### config.mk
export PLATFORM = sky130hd
export DESIGN_NAME = uart_rx_flat
export DESIGN_NICKNAME = d
export VERILOG_FILES = /design/src/rtl/uart_rx_if.sv /design/src/rtl/uart_rx.sv /design/src/flat_wrapper.sv
export SDC_FILE = /design/constraint.sdc
export NUM_CORES = 1
export LEC_CHECK = 0
export ABC_CLOCK_PERIOD_IN_PS = 7000
export CAP_MARGIN = 5
export CORE_AREA = 5 5 101 103
export CTS_CLUSTER_DIAMETER = 120
export CTS_CLUSTER_SIZE = 20
export DETAILED_ROUTE_END_ITERATION = 7
export DIE_AREA = 0 0 106 108
export HOLD_SLACK_MARGIN = 0.06
export PLACE_DENSITY = 0.56
export SYNTH_ARGS = -nofsm -noshare
export SYNTH_HDL_FRONTEND = slang
export SYNTH_SLANG_ARGS = --single-unit
### constraint.sdc
create_clock -name uart_clock -period 7 [get_ports uart_clock]
set_input_delay 0.7 -clock uart_clock [delete_from_list [all_inputs] [get_ports uart_clock]]
set_output_delay 0.7 -clock uart_clock [all_outputs]
set_load 0.02 [all_outputs]
### src/rtl/uart_rx_if.sv
// Receive-side bundle of the UART: serial line and consumer handshake in,
// received byte and status flags out.
interface uart_rx_if;
    logic       uart_d_in;
    logic       uart_rx_read;
    logic [7:0] uart_d_out;
    logic       uart_rx_valid;
    logic       uart_rx_overrun;
    logic       uart_frame_err;
    logic       uart_rx_busy;

    modport slave (
        input  uart_d_in,
        input  uart_rx_read,
        output uart_d_out,
        output uart_rx_valid,
        output uart_rx_overrun,
        output uart_frame_err,
        output uart_rx_busy
    );

    modport master (
        output uart_d_in,
        output uart_rx_read,
        input  uart_d_out,
        input  uart_rx_valid,
        input  uart_rx_overrun,
        input  uart_frame_err,
        input  uart_rx_busy
    );
endinterface

### src/rtl/uart_rx.sv
// 8N1 UART receiver: centre-samples each bit from a synchronized line, holds the
// last good byte with valid/overrun flags and pulses frame_err on a low stop bit.
module uart_rx #(
    parameter logic [23:0] baud_rate  = 24'd4000000,
    parameter logic [27:0] clock_freq = 28'd50000000
) (
    input  logic     uart_clock,
    input  logic     uart_reset,
    uart_rx_if.slave bus
);
    localparam logic [23:0] BIT       = 24'(clock_freq / baud_rate);
    localparam logic [23:0] HALF      = BIT >> 1;
    localparam logic [23:0] BIT_LAST  = BIT - 24'd1;
    localparam logic [23:0] HALF_LAST = HALF - 24'd1;

    typedef enum logic [2:0] {
        IDLE         = 3'd0,
        START_CHECK  = 3'd1,
        RECEIVE_DATA = 3'd2,
        STOP_CHECK   = 3'd3,
        BREAK_WAIT   = 3'd4
    } state_t;

    state_t      r_state, w_state_next;
    logic [1:0]  r_sync;
    logic [23:0] r_clk_count, w_clk_count_next;
    logic [3:0]  r_bit_count, w_bit_count_next;
    logic [7:0]  r_shift, w_shift_next;
    logic [7:0]  r_d_out, w_d_out_next;
    logic        r_valid, w_valid_next;
    logic        r_overrun, w_overrun_next;
    logic        r_frame_err, w_frame_err_next;
    logic        w_byte_done;
    logic        w_rx_sync;

    assign w_rx_sync = r_sync[1];

    always_ff @(posedge uart_clock or negedge uart_reset) begin
        if (!uart_reset) begin
            r_state     <= IDLE;
            r_sync      <= 2'b11;
            r_clk_count <= '0;
            r_bit_count <= '0;
            r_shift     <= '0;
            r_d_out     <= '0;
            r_valid     <= 1'b0;
            r_overrun   <= 1'b0;
            r_frame_err <= 1'b0;
        end else begin
            r_state     <= w_state_next;
            r_sync      <= {r_sync[0], bus.uart_d_in};
            r_clk_count <= w_clk_count_next;
            r_bit_count <= w_bit_count_next;
            r_shift     <= w_shift_next;
            r_d_out     <= w_d_out_next;
            r_valid     <= w_valid_next;
            r_overrun   <= w_overrun_next;
            r_frame_err <= w_frame_err_next;
        end
    end

    always_comb begin
        w_state_next     = r_state;
        w_clk_count_next = r_clk_count;
        w_bit_count_next = r_bit_count;
        w_shift_next     = r_shift;
        w_frame_err_next = 1'b0;
        w_byte_done      = 1'b0;

        case (r_state)
            IDLE: begin
                if (!w_rx_sync) begin
                    w_state_next     = START_CHECK;
                    w_clk_count_next = '0;
                end
            end
            START_CHECK: begin
                if (r_clk_count == HALF_LAST) begin
                    w_clk_count_next = '0;
                    w_bit_count_next = '0;
                    // A start bit that is gone by mid-bit is a glitch.
                    w_state_next = w_rx_sync ? IDLE : RECEIVE_DATA;
                end else begin
                    w_clk_count_next = r_clk_count + 24'd1;
                end
            end
            RECEIVE_DATA: begin
                if (r_clk_count == BIT_LAST) begin
                    w_shift_next     = {w_rx_sync, r_shift[7:1]};
                    w_clk_count_next = '0;
                    w_bit_count_next = r_bit_count + 4'd1;
                    if (r_bit_count == 4'd7) begin
                        w_state_next = STOP_CHECK;
                    end
                end else begin
                    w_clk_count_next = r_clk_count + 24'd1;
                end
            end
            STOP_CHECK: begin
                if (r_clk_count == BIT_LAST) begin
                    w_clk_count_next = '0;
                    if (w_rx_sync) begin
                        w_byte_done  = 1'b1;
                        w_state_next = IDLE;
                    end else begin
                        w_frame_err_next = 1'b1;
                        w_state_next     = BREAK_WAIT;
                    end
                end else begin
                    w_clk_count_next = r_clk_count + 24'd1;
                end
            end
            BREAK_WAIT: begin
                if (w_rx_sync) begin
                    w_state_next = IDLE;
                end
            end
            default: begin
                w_state_next = IDLE;
            end
        endcase

        // A completing byte wins over a read in the same cycle, so valid stays set.
        w_d_out_next   = w_byte_done ? r_shift : r_d_out;
        w_valid_next   = w_byte_done ? 1'b1 : (bus.uart_rx_read ? 1'b0 : r_valid);
        w_overrun_next = r_overrun | (w_byte_done & r_valid & ~bus.uart_rx_read);
    end

    assign bus.uart_d_out      = r_d_out;
    assign bus.uart_rx_valid   = r_valid;
    assign bus.uart_rx_overrun = r_overrun;
    assign bus.uart_frame_err  = r_frame_err;
    assign bus.uart_rx_busy    = (r_state != IDLE);
endmodule

### src/flat_wrapper.sv
// flat-port wrapper written by rule: the top's interface ports become plain ports
module uart_rx_flat 
#(
    parameter logic [23:0] baud_rate  = 24'd4000000,
    parameter logic [27:0] clock_freq = 28'd50000000
)
  (uart_clock, uart_reset, bus_uart_d_in, bus_uart_rx_read, bus_uart_d_out, bus_uart_rx_valid, bus_uart_rx_overrun, bus_uart_frame_err, bus_uart_rx_busy);
  uart_rx_if bus_i ();
  input  logic uart_clock;
  input  logic uart_reset;
  input wire logic [$bits(bus_i.uart_d_in)-1:0] bus_uart_d_in;
  input wire logic [$bits(bus_i.uart_rx_read)-1:0] bus_uart_rx_read;
  output wire logic [$bits(bus_i.uart_d_out)-1:0] bus_uart_d_out;
  output wire logic [$bits(bus_i.uart_rx_valid)-1:0] bus_uart_rx_valid;
  output wire logic [$bits(bus_i.uart_rx_overrun)-1:0] bus_uart_rx_overrun;
  output wire logic [$bits(bus_i.uart_frame_err)-1:0] bus_uart_frame_err;
  output wire logic [$bits(bus_i.uart_rx_busy)-1:0] bus_uart_rx_busy;
  assign bus_i.uart_d_in = bus_uart_d_in;
  assign bus_i.uart_rx_read = bus_uart_rx_read;
  assign bus_uart_d_out = bus_i.uart_d_out;
  assign bus_uart_rx_valid = bus_i.uart_rx_valid;
  assign bus_uart_rx_overrun = bus_i.uart_rx_overrun;
  assign bus_uart_frame_err = bus_i.uart_frame_err;
  assign bus_uart_rx_busy = bus_i.uart_rx_busy;
  uart_rx #(.baud_rate(baud_rate), .clock_freq(clock_freq)) u_core (.uart_clock(uart_clock), .uart_reset(uart_reset), .bus(bus_i));
endmodule
Word-level counts from Yosys, hierarchy flattened
Cells that the tools add are included.
- output and inout bits: 12
- input bits: 4
- register bits: 52
- muxes and demuxes: 24
- add/subtract/negate cells: 2
- bitwise operators: 4
- reduce and logical (&&, ||, !) cells: 10
- equality and inequality tests: 13
- operators by type and width (operator ; count):
    24-bit two-way mux ; 3
    24-bit case mux with 3 select lines ; 1
    24-bit by 1-bit adder with 24-bit output, second input constant ; 1
    24-bit by 3-bit == test with 1-bit output, second input constant ; 1
    24-bit by 4-bit == test with 1-bit output, second input constant ; 1
    3-bit two-way mux ; 7
    3-bit case mux with 5 select lines ; 1
    2-bit by 1-bit != test with 1-bit output, second input constant ; 5
    1-bit two-way mux ; 8
    4-bit two-way mux ; 2
    4-bit case mux with 2 select lines ; 1
    3-bit by 2-bit == test with 1-bit output, second input constant ; 2
    6-bit AND reduction ; 1
    3-bit nonzero test ; 2
    4-bit by 1-bit adder with 4-bit output, second input constant ; 1
    4-bit by 3-bit == test with 1-bit output, second input constant ; 1
    2-bit AND reduction ; 2
    2-bit nonzero test ; 2
    3-bit by 1-bit == test with 1-bit output, second input constant ; 1
    3-bit == test, second input constant ; 1
    3-bit logical NOT ; 1
    3-bit AND reduction ; 1
    1-bit bitwise AND ; 2
    2-bit two-way mux ; 1
    other kinds (4) ; 4

Logic depth before layout (Yosys ltp)
Gate-level depths: netlist of the first run.
- word-level depth: 6
- mapped depth: 8

Least setup slack after synthesis of the first run
No wires, ideal clock.
- path type: reg-to-reg
- start: reg u_core.r_clk_count[10]
- end: reg u_core.r_shift[0]
- arrival: 2.092 ns
- required time: 6.875 ns
- stages on the path, launching flop included: 5
- period minus slack after synthesis: 2.217 ns
- setup slack: 4.783 ns
- path through: dfrtp_1 or4_1 or2_2 nor4_4 mux2_2
- word-level cells in the longest chain between the ends: 2
- RTL lines (item ; RTL line ; text):
    start: declaration ; uart_rx.sv:26 ; logic [23:0] r_clk_count, w_clk_count_next;
    start signal: assignment ; uart_rx.sv:52 ; r_clk_count <= w_clk_count_next;
    24-bit by 4-bit == test with 1-bit output ; uart_rx.sv:88 ; if (r_clk_count == BIT_LAST) begin
    2-bit AND reduction (no line) ; -- ;
    end signal: assignment ; uart_rx.sv:54 ; r_shift <= w_shift_next;
    end: declaration ; uart_rx.sv:28 ; logic [7:0] r_shift, w_shift_next;
Every way passes these cells.
A chain may end at the register's enable or synchronous reset.

Worst setup path in the final report of the first run
- start: reg u_core.r_state[2]
- end: out bus_uart_rx_busy
- word-level cells in the longest chain between the ends: 1
- RTL lines (item ; RTL line ; text):
    start: declaration ; uart_rx.sv:24 ; state_t r_state, w_state_next;
    start signal: assignment ; uart_rx.sv:50 ; r_state <= w_state_next;
    3-bit nonzero test ; uart_rx.sv:133 ; assign bus.uart_rx_busy = (r_state != IDLE);
    end: declaration ; flat_wrapper.sv:17 ; output wire logic [$bits(bus_i.uart_rx_busy)-1:0] bus_uart_rx_busy;
Every way passes these cells.

==> results of run 1 <==
state kept, by name, summed over array words and instances (netlist names), 2 cells and up:
name	cells
u_core.r_state	3
u_core.bus.uart_d_out	8
u_core.r_shift	8
u_core.r_bit_count	4
u_core.r_clk_count	24
u_core.r_sync	2
power groups by stage:
stage	combinational (µW)	sequential, µW	clock, µW
after global routing	189	360	195
final	169	355	175
after CTS	170	355	183
after floorplan	141	338	0
after detailed placement	169	360	0
after global placement	168	359	0
cells in the final DEF, fill, tap and decap left out, types with 5 or more instances in the layout:
| cell type | instances |
|---|---|
| dfrtp_1 | 50 |
| o2111ai_1 | 5 |
| nand4_1 | 11 |
| clkdlybuf4s50_1 | 14 |
| o21ai_0 | 6 |
| inv_1 | 9 |
| nor4_1 | 11 |
| mux2_2 | 16 |
| nand3_1 | 15 |
| clkbuf_8 | 5 |
| nand2_1 | 18 |
| nor2_1 | 23 |
| xor2_1 | 13 |
critical path: stages (launching register included):
cell             delay (ps)
dfrtp_1                 750
inv_1                   380
nand2_1                 200
clkdlybuf4s50_1         620
area by class of cell:
| cell class | instances | area share [%] |
|---|---|---|
| clock buffer | 6 | 2.38 |
| clock inverter | 2 | 0.534 |
| inverter | 9 | 1.11 |
| multi-input combinational | 187 | 43.1 |
| sequential | 52 | 42.8 |
| tap | 111 | 4.56 |
| timing repair buffer | 18 | 5.51 |
worst max path at each step:
stage | start | to | slack (ps)
final | u_core.r_state[2]$_DFFE_PN0P_ | bus_uart_rx_busy | 4040
after global routing | u_core.r_state[2]$_DFFE_PN0P_ | bus_uart_rx_busy | 3920
after CTS | u_core.r_state[2]$_DFFE_PN0P_ | bus_uart_rx_busy | 4050
after detailed placement | u_core.r_clk_count[14]$_DFFE_PN0P_ | u_core.r_clk_count[3]$_DFFE_PN0P_ | 4210
after global placement | u_core.r_clk_count[14]$_DFFE_PN0P_ | u_core.r_clk_count[12]$_DFFE_PN0P_ | 4310
after floorplan | u_core.r_clk_count[10]$_DFFE_PN0P_ | u_core.r_shift[0]$_DFFE_PN0P_ | 4780
stage by stage:
step / setup slack (ps) / power [µW] / hold WS (ps) / area (µm²)
floorplan: 4780 / 478 / 345 / 2680
global placement: 4310 / 528 / 347 / 2960
detailed placement: 4210 / 530 / 352 / 2960
CTS: 4050 / 708 / 367 / 3040
global route: 3920 / 744 / 372 / 3040
finish: 4040 / 699 / 363 / 3040
metal layers:
layer,up-vias,global-route usage (%)
met5,-,0
met4,0,4.26
met3,10,1.67
met2,27,18.1
met1,1018,14.5
li1,991,-
cells by family (layout without fill, tap and decap cells):
kind of cell | Yosys count | after routing | synth area share, %
compound gates | 42 | 42 | 12.3
xor+xnor | 15 | 15 | 4.90
fa+ha+maj | 3 | 3 | 1.40
buf+inv | 17 | 35 | 2.56
flops | 52 | 52 | 48.6
mux | 18 | 18 | 7.46
simple gates | 109 | 109 | 22.8
==> reports/qor.yml, run 1 <==
status: "finished clean"
worst_setup_path_end_kind: "output port"
finish.cell_count_without_fillers: 385
timing_hold_violations_final: 0
worst_slew_pin_slew_ps: 1020
shortest_clock_period_the_worst_path_allows_after_layout_ps: 2960
grt_usage_pct: 10.9
clkPwrFrac_pct: 25.0
num_vias: 2046
netlist_instances: 256
start_util_pct: 29.5
beginning_of_the_worst_hold_path: "u_core.r_sync[0]$_DFF_PN1_"
global_route_wire_length_before_repair_um: 10200
yosys.cell_count.top_type: "dfrtp_1"
num_antenna_cells: 0
synth_top_area_cell: "dfrtp_1"
cts.path.max_buffers: 2
drive_gt1_share_pct: 15.3
path_max_fanout: 15
maximum_number_of_pins_on_one_net_before_global_route_repair: 53
grt_setup_unrepaired: "false"
switching_share_of_power_pct: 35.9
ctsHoldBuffers: 0
drt-wirelength-per-cell_um: 15.4
synth_enable_flop_cells: 0
syn_nets: 263
globalRoute.totalOverflow: 0
resize_count_post_cts: 0
final_routed_wirelength_across_all_metal_layers_um: 5920
rr_worst_depth: 5
post-route-drc-count: 0
power.density_cell_area_mw_per_mm2: 230
final_cycle_utilization_of_the_critical_path_pct: 42.2
timing.final.max_slew_violations: 0
ff_latch_area_mm2: 0.00130
multi_input_comb_area_mm2: 0.00131
met1_length_um: 2820
final_nets: 280
vias_in_the_first_global_route: 2090
setup_viol_count_final: 0
timing.setup.critical_path_class: "flip-flop to output port"
whs_path_depth: 0
die_area_mm2: 0.0114
detailed_router_s_first_iteration_violation_count: 121
synthFlopType: "dfrtp_1"
insertion_delay_ps: 310
dp_hpwl_um: 4160
clkSinkCount: 52
layout.filler_cells: 950
number_of_detailed_route_iterations_in_the_first_pass: 4
class_of_the_tightest_hold_or_removal_check: "flip-flop to flip-flop"
vdd_ir_drop_max_uv: 88.3
switchingPower_uw: 251
finClkSkew_ps: 5.81
clk_pin_slew_ps: 100
netlist-cell-type-count: 52
end_of_flow_core_utilization_pct: 33.4
crit-reg2reg-launch: "u_core.r_clk_count[14]$_DFFE_PN0P_"
min_delay_worst_endpoint: "u_core.r_sync[1]$_DFF_PN1_"
max_cap_violations: 0
yosysWarnings: 0
timing_limited_maximum_frequency_mhz: 338
reg2reg_slack_ps: 4200
seq_area_frac_synth_pct: 48.6
fp.coreArea_mm2: 0.00911
ctsHtreeMaxLevel: 2
power.leakage_uw: 0.00129
placementRows: 35
met2_wirelength_from_detailed_routing_um: 2830
synth.cells.most_frequent: "50 x dfrtp_1, 23 x nor2_1, 18 x nand2_1, 16 x mux2_2, 15 x nand3_1"
mappedNetlistArea_mm2: 0.00268
io_buffers: 15
post-cts-setup-buffers: 0
worstPathArrival_ps: 2260
timing.slew.headroom_pct: 31.3
internal_power_uw: 448
gpl.final_weighted_congestion: 0.845
postSynth.asyncResetShare_pct: 100
timing.critical_path.required_ps: 6300
die_w_um: 106
vias_per_cell: 5.31
postRouteAntennaNets: 0
tritoncts_buffer_count: 5
grt_antenna_before_repair: 0
top_level_ports: 16
power.share.sequential_pct: 50.8
yosys.area.top_type_share_pct: 46.6
post-place-cells: 377
avgSynthCellArea_um2: 10.5
areaGrowthSynthToFinish_pct: 13.4
ys_top_cells_by_area: "dfrtp_1 47%, mux2_2 6.7%, xor2_1 4.2%, nor2_1 3.2%, nand3_1 2.8%"
postSynthRegisterBits: 52
cts_tree: "yes"
total_length_of_routed_met3_wires_um: 122
setup_total_negative_slack_ps: 0
highest_layer: "met4"
fp.dieH_um: 108
clk_root_buffer_cell: "clkbuf_8"
p_comb_share_pct: 24.2
worstReg2RegEnd: "u_core.r_clk_count[14]$_DFFE_PN0P_"
worst_setup_path_start_kind: "flip-flop"
Note: power is estimated with default switching activity, not from simulation.
==> run 2: changes to the inputs <==
--- a/config.mk
+++ b/config.mk
@@ -5,7 +5,7 @@
 export SDC_FILE = /design/constraint.sdc
 export NUM_CORES = 1
 export LEC_CHECK = 0
-export ABC_CLOCK_PERIOD_IN_PS = 7000
+export ABC_CLOCK_PERIOD_IN_PS = 2800
 export CAP_MARGIN = 5
 export CORE_AREA = 5 5 101 103
 export CTS_CLUSTER_DIAMETER = 120
==> constraint.sdc (replaced) <==
create_clock -name uart_clock -period 2.8 [get_ports uart_clock]
set_input_delay 0.28 -clock uart_clock [delete_from_list [all_inputs] [get_ports uart_clock]]
set_output_delay 0.28 -clock uart_clock [all_outputs]
set_load 0.02 [all_outputs]
==> run 2 against run 1 <==
Effect of this change:
- global-route usage about the same
- register-to-register slack worse by 3800 ps
- hold slack worse by 300 ps
- sequential power up 150%
- non-clock buffer count up 7
- core utilization up 0.60 points
- clock-buffer cell count down 1
- routed wire length up 0.64%
- clock power rose to 2.5 times the previous value
- sequential cell count unchanged
- first-iteration DRC count down 28%
- critical path type is now flip-flop to flip-flop
- largest cell class unchanged
- highest routed layer unchanged
==> reports/qor.yml, run 2 (same netlist as run 1, synthesis figures left out) <==
ctsHoldBuffers: 0  # unchanged
number_of_detailed_route_iterations_in_the_first_pass: 4  # unchanged
tritoncts_buffer_count: 5  # unchanged
cts.path.max_buffers: 2  # unchanged
final_common_cell: "dfrtp_1"  # unchanged
worstPathArrival_ps: 2610  # was 2260 ps
p_comb_share_pct: 25.9  # was 24.2%
placementRows: 35  # unchanged
critical_path.cell_chain: "or4_1 -> or2_2 -> nor4_4 -> mux2_2"  # was inv_1 -> nand2_1 -> clkdlybuf4s50_1
switchingPower_uw: 636  # was 251 µW
timing.setup.critical_path_class: "flip-flop to flip-flop"  # was flip-flop to output port
power.share.sequential_pct: 49.4  # was 50.8%
post-place-cells: 384  # was 377
fp.dieH_um: 108  # unchanged
drive_gt1_share_pct: 17.8  # was 15.3%
setup_total_negative_slack_ps: 0  # unchanged
max_cap_violations: 0  # unchanged
top_level_ports: 16  # unchanged
global_route_wire_length_before_repair_um: 10200  # about the same
start_util_pct: 29.5  # unchanged
detailed_router_s_first_iteration_violation_count: 87  # was 121
grt_usage_pct: 10.9  # about the same
areaGrowthSynthToFinish_pct: 15.5  # was 13.4%
switching_share_of_power_pct: 35.5  # was 35.9%
post-route-drc-count: 0  # unchanged
dp_hpwl_um: 4260  # was 4160 µm
drt-wirelength-per-cell_um: 15.2  # was 15.4 µm
path_max_fanout: 9  # was 15
internal_power_uw: 1160  # was 448 µW
mostFrequentLayoutCells: "50 x dfrtp_1, 23 x nor2_1, 18 x nand2_1, 16 x mux2_2, 15 x nand3_1"  # unchanged
clkPwrFrac_pct: 24.7  # was 25.0%
worst_path_largest_cell_delay_ps: 560  # was 750 ps
largest-register: "u_core.r_clk_count"  # unchanged
vias_per_cell: 5.22  # was 5.31
largest_register_ff_count: 24  # unchanged
setup_viol_count_final: 0  # unchanged
vias_in_the_first_global_route: 2035  # was 2090
critical-path-slowest-cell: "or4_1"  # was dfrtp_1
grt_setup_unrepaired: "false"  # unchanged
resize_count_post_cts: 0  # unchanged
insertion_delay_ps: 310  # about the same
die_w_um: 106  # unchanged
shortest_clock_period_the_worst_path_allows_after_layout_ps: 2410
hold_slack_ps: 65.0  # was 363 ps
num_antenna_cells: 0  # unchanged
grt.busiest_layer: "met2"  # unchanged
final_cycle_utilization_of_the_critical_path_pct: 86.0
worst_setup_path_start_kind: "flip-flop"  # unchanged
end_of_flow_core_utilization_pct: 34.0  # was 33.4%
finClkSkew_ps: 8.15  # was 5.81 ps
num_vias: 2046  # unchanged
worst_setup_path_end_kind: "flip-flop"  # was output port
io_buffers: 15  # unchanged
cts_tree: "yes"  # unchanged
fp.coreArea_mm2: 0.00911  # unchanged
timing.slew.headroom_pct: 55.4  # was 31.3%
timing_hold_violations_final: 0  # unchanged
postRouteAntennaNets: 0  # unchanged
timing.critical_path.required_ps: 3000  # was 6300 ps
final_nets: 287  # was 280
grt_antenna_before_repair: 0  # unchanged
ctsHtreeMaxLevel: 2  # unchanged
worst_slew_pin_slew_ps: 669  # was 1020 ps
clk_root_buffer_cell: "clkbuf_8"  # unchanged
clkSinkCount: 52  # unchanged
power.density_cell_area_mw_per_mm2: 578  # was 230 mW/mm²
globalRouteMet2Util_pct: 18.7  # was 18.1%
power.leakage_uw: 0.00133  # was 0.00129 µW
clk_pin_slew_ps: 100  # about the same
stdcell_area_mm2: 0.00310  # was 0.00304 mm²
timing.final.max_slew_violations: 0  # unchanged
post-cts-setup-buffers: 0  # unchanged
gpl.final_weighted_congestion: 0.842  # was 0.845
globalRoute.totalOverflow: 0  # unchanged
groute.layer.met1.usage_pct: 14.2  # was 14.5%
class_of_the_tightest_hold_or_removal_check: "primary input to async pin"  # was flip-flop to flip-flop
vdd_ir_drop_max_uv: 245  # was 88.3 µV
maximum_number_of_pins_on_one_net_before_global_route_repair: 53  # unchanged
status: "finished clean"  # unchanged
finish.cell_count_without_fillers: 392  # was 385
globalRouteMet3Util_pct: 1.49  # was 1.67%
final_routed_wirelength_across_all_metal_layers_um: 5960  # was 5920 µm
die_area_mm2: 0.0114  # unchanged
dpl_cell_area_mm2: 0.00301  # was 0.00296 mm²
timing_limited_maximum_frequency_mhz: 415
[run 2: cell type report]
| cell class | count | area [µm²] |
|---|---|---|
| clock buffers | 5 | 68.8 |
| clock inverters | 3 | 22.5 |
| fillers | 923 | 6010 |
| inverters | 9 | 33.8 |
| multi-input cells | 187 | 1310 |
| flip-flops and latches | 52 | 1300 |
| well taps | 111 | 139 |
| repair buffers | 25 | 220 |
[run 2: final timing paths]
check	slack [ps]	to	start	depth (start not counted)
min in group uart_clock	360	u_core.r_sync[1]$_DFF_PN1_	u_core.r_sync[0]$_DFF_PN1_	0
worst max-delay path	390	u_core.r_shift[6]$_DFFE_PN0P_	u_core.r_clk_count[10]$_DFFE_PN0P_	4
worst min register to register	360	u_core.r_sync[1]$_DFF_PN1_	u_core.r_sync[0]$_DFF_PN1_	0
worst min-delay path	60	u_core.bus.uart_rx_overrun$_DFF_PN0_	uart_reset	2
max in group asynchronous	2270	u_core.r_clk_count[14]$_DFFE_PN0P_	uart_reset	2
worst max register to register	390	u_core.r_shift[6]$_DFFE_PN0P_	u_core.r_clk_count[10]$_DFFE_PN0P_	4
[run 2: per-layer routing]
layer / routed length, µm / up-vias
met4: 97 / 0
met5: 0 / -
met2: 2900 / 22
met1: 2850 / 1007
li1: - / 1011
met3: 114 / 6
[run 2: power by group through the flow]
stage,Sequential [µW],Combinational [µW],Clock [µW]
after floorplan,844,352,0
after global placement,899,465,0
after detailed placement,898,465,0
after CTS,884,468,466
after global routing,898,513,493
final,884,463,443
[run 2: through the flow]
| stage | power [µW] | setup slack [ps] |
|---|---|---|
| after CTS | 1820 | 379 |
| after global routing | 1900 | 267 |
| final | 1790 | 393 |
| after floorplan | 1200 | 583 |
| after global placement | 1360 | 466 |
| after detailed placement | 1360 | 397 |
[run 2: worst max-delay path: cells and delay by family, from the launching register on]
family	cells	cell delay (ps)
simple gates	3	1450
mux	1	400
flops	1	430
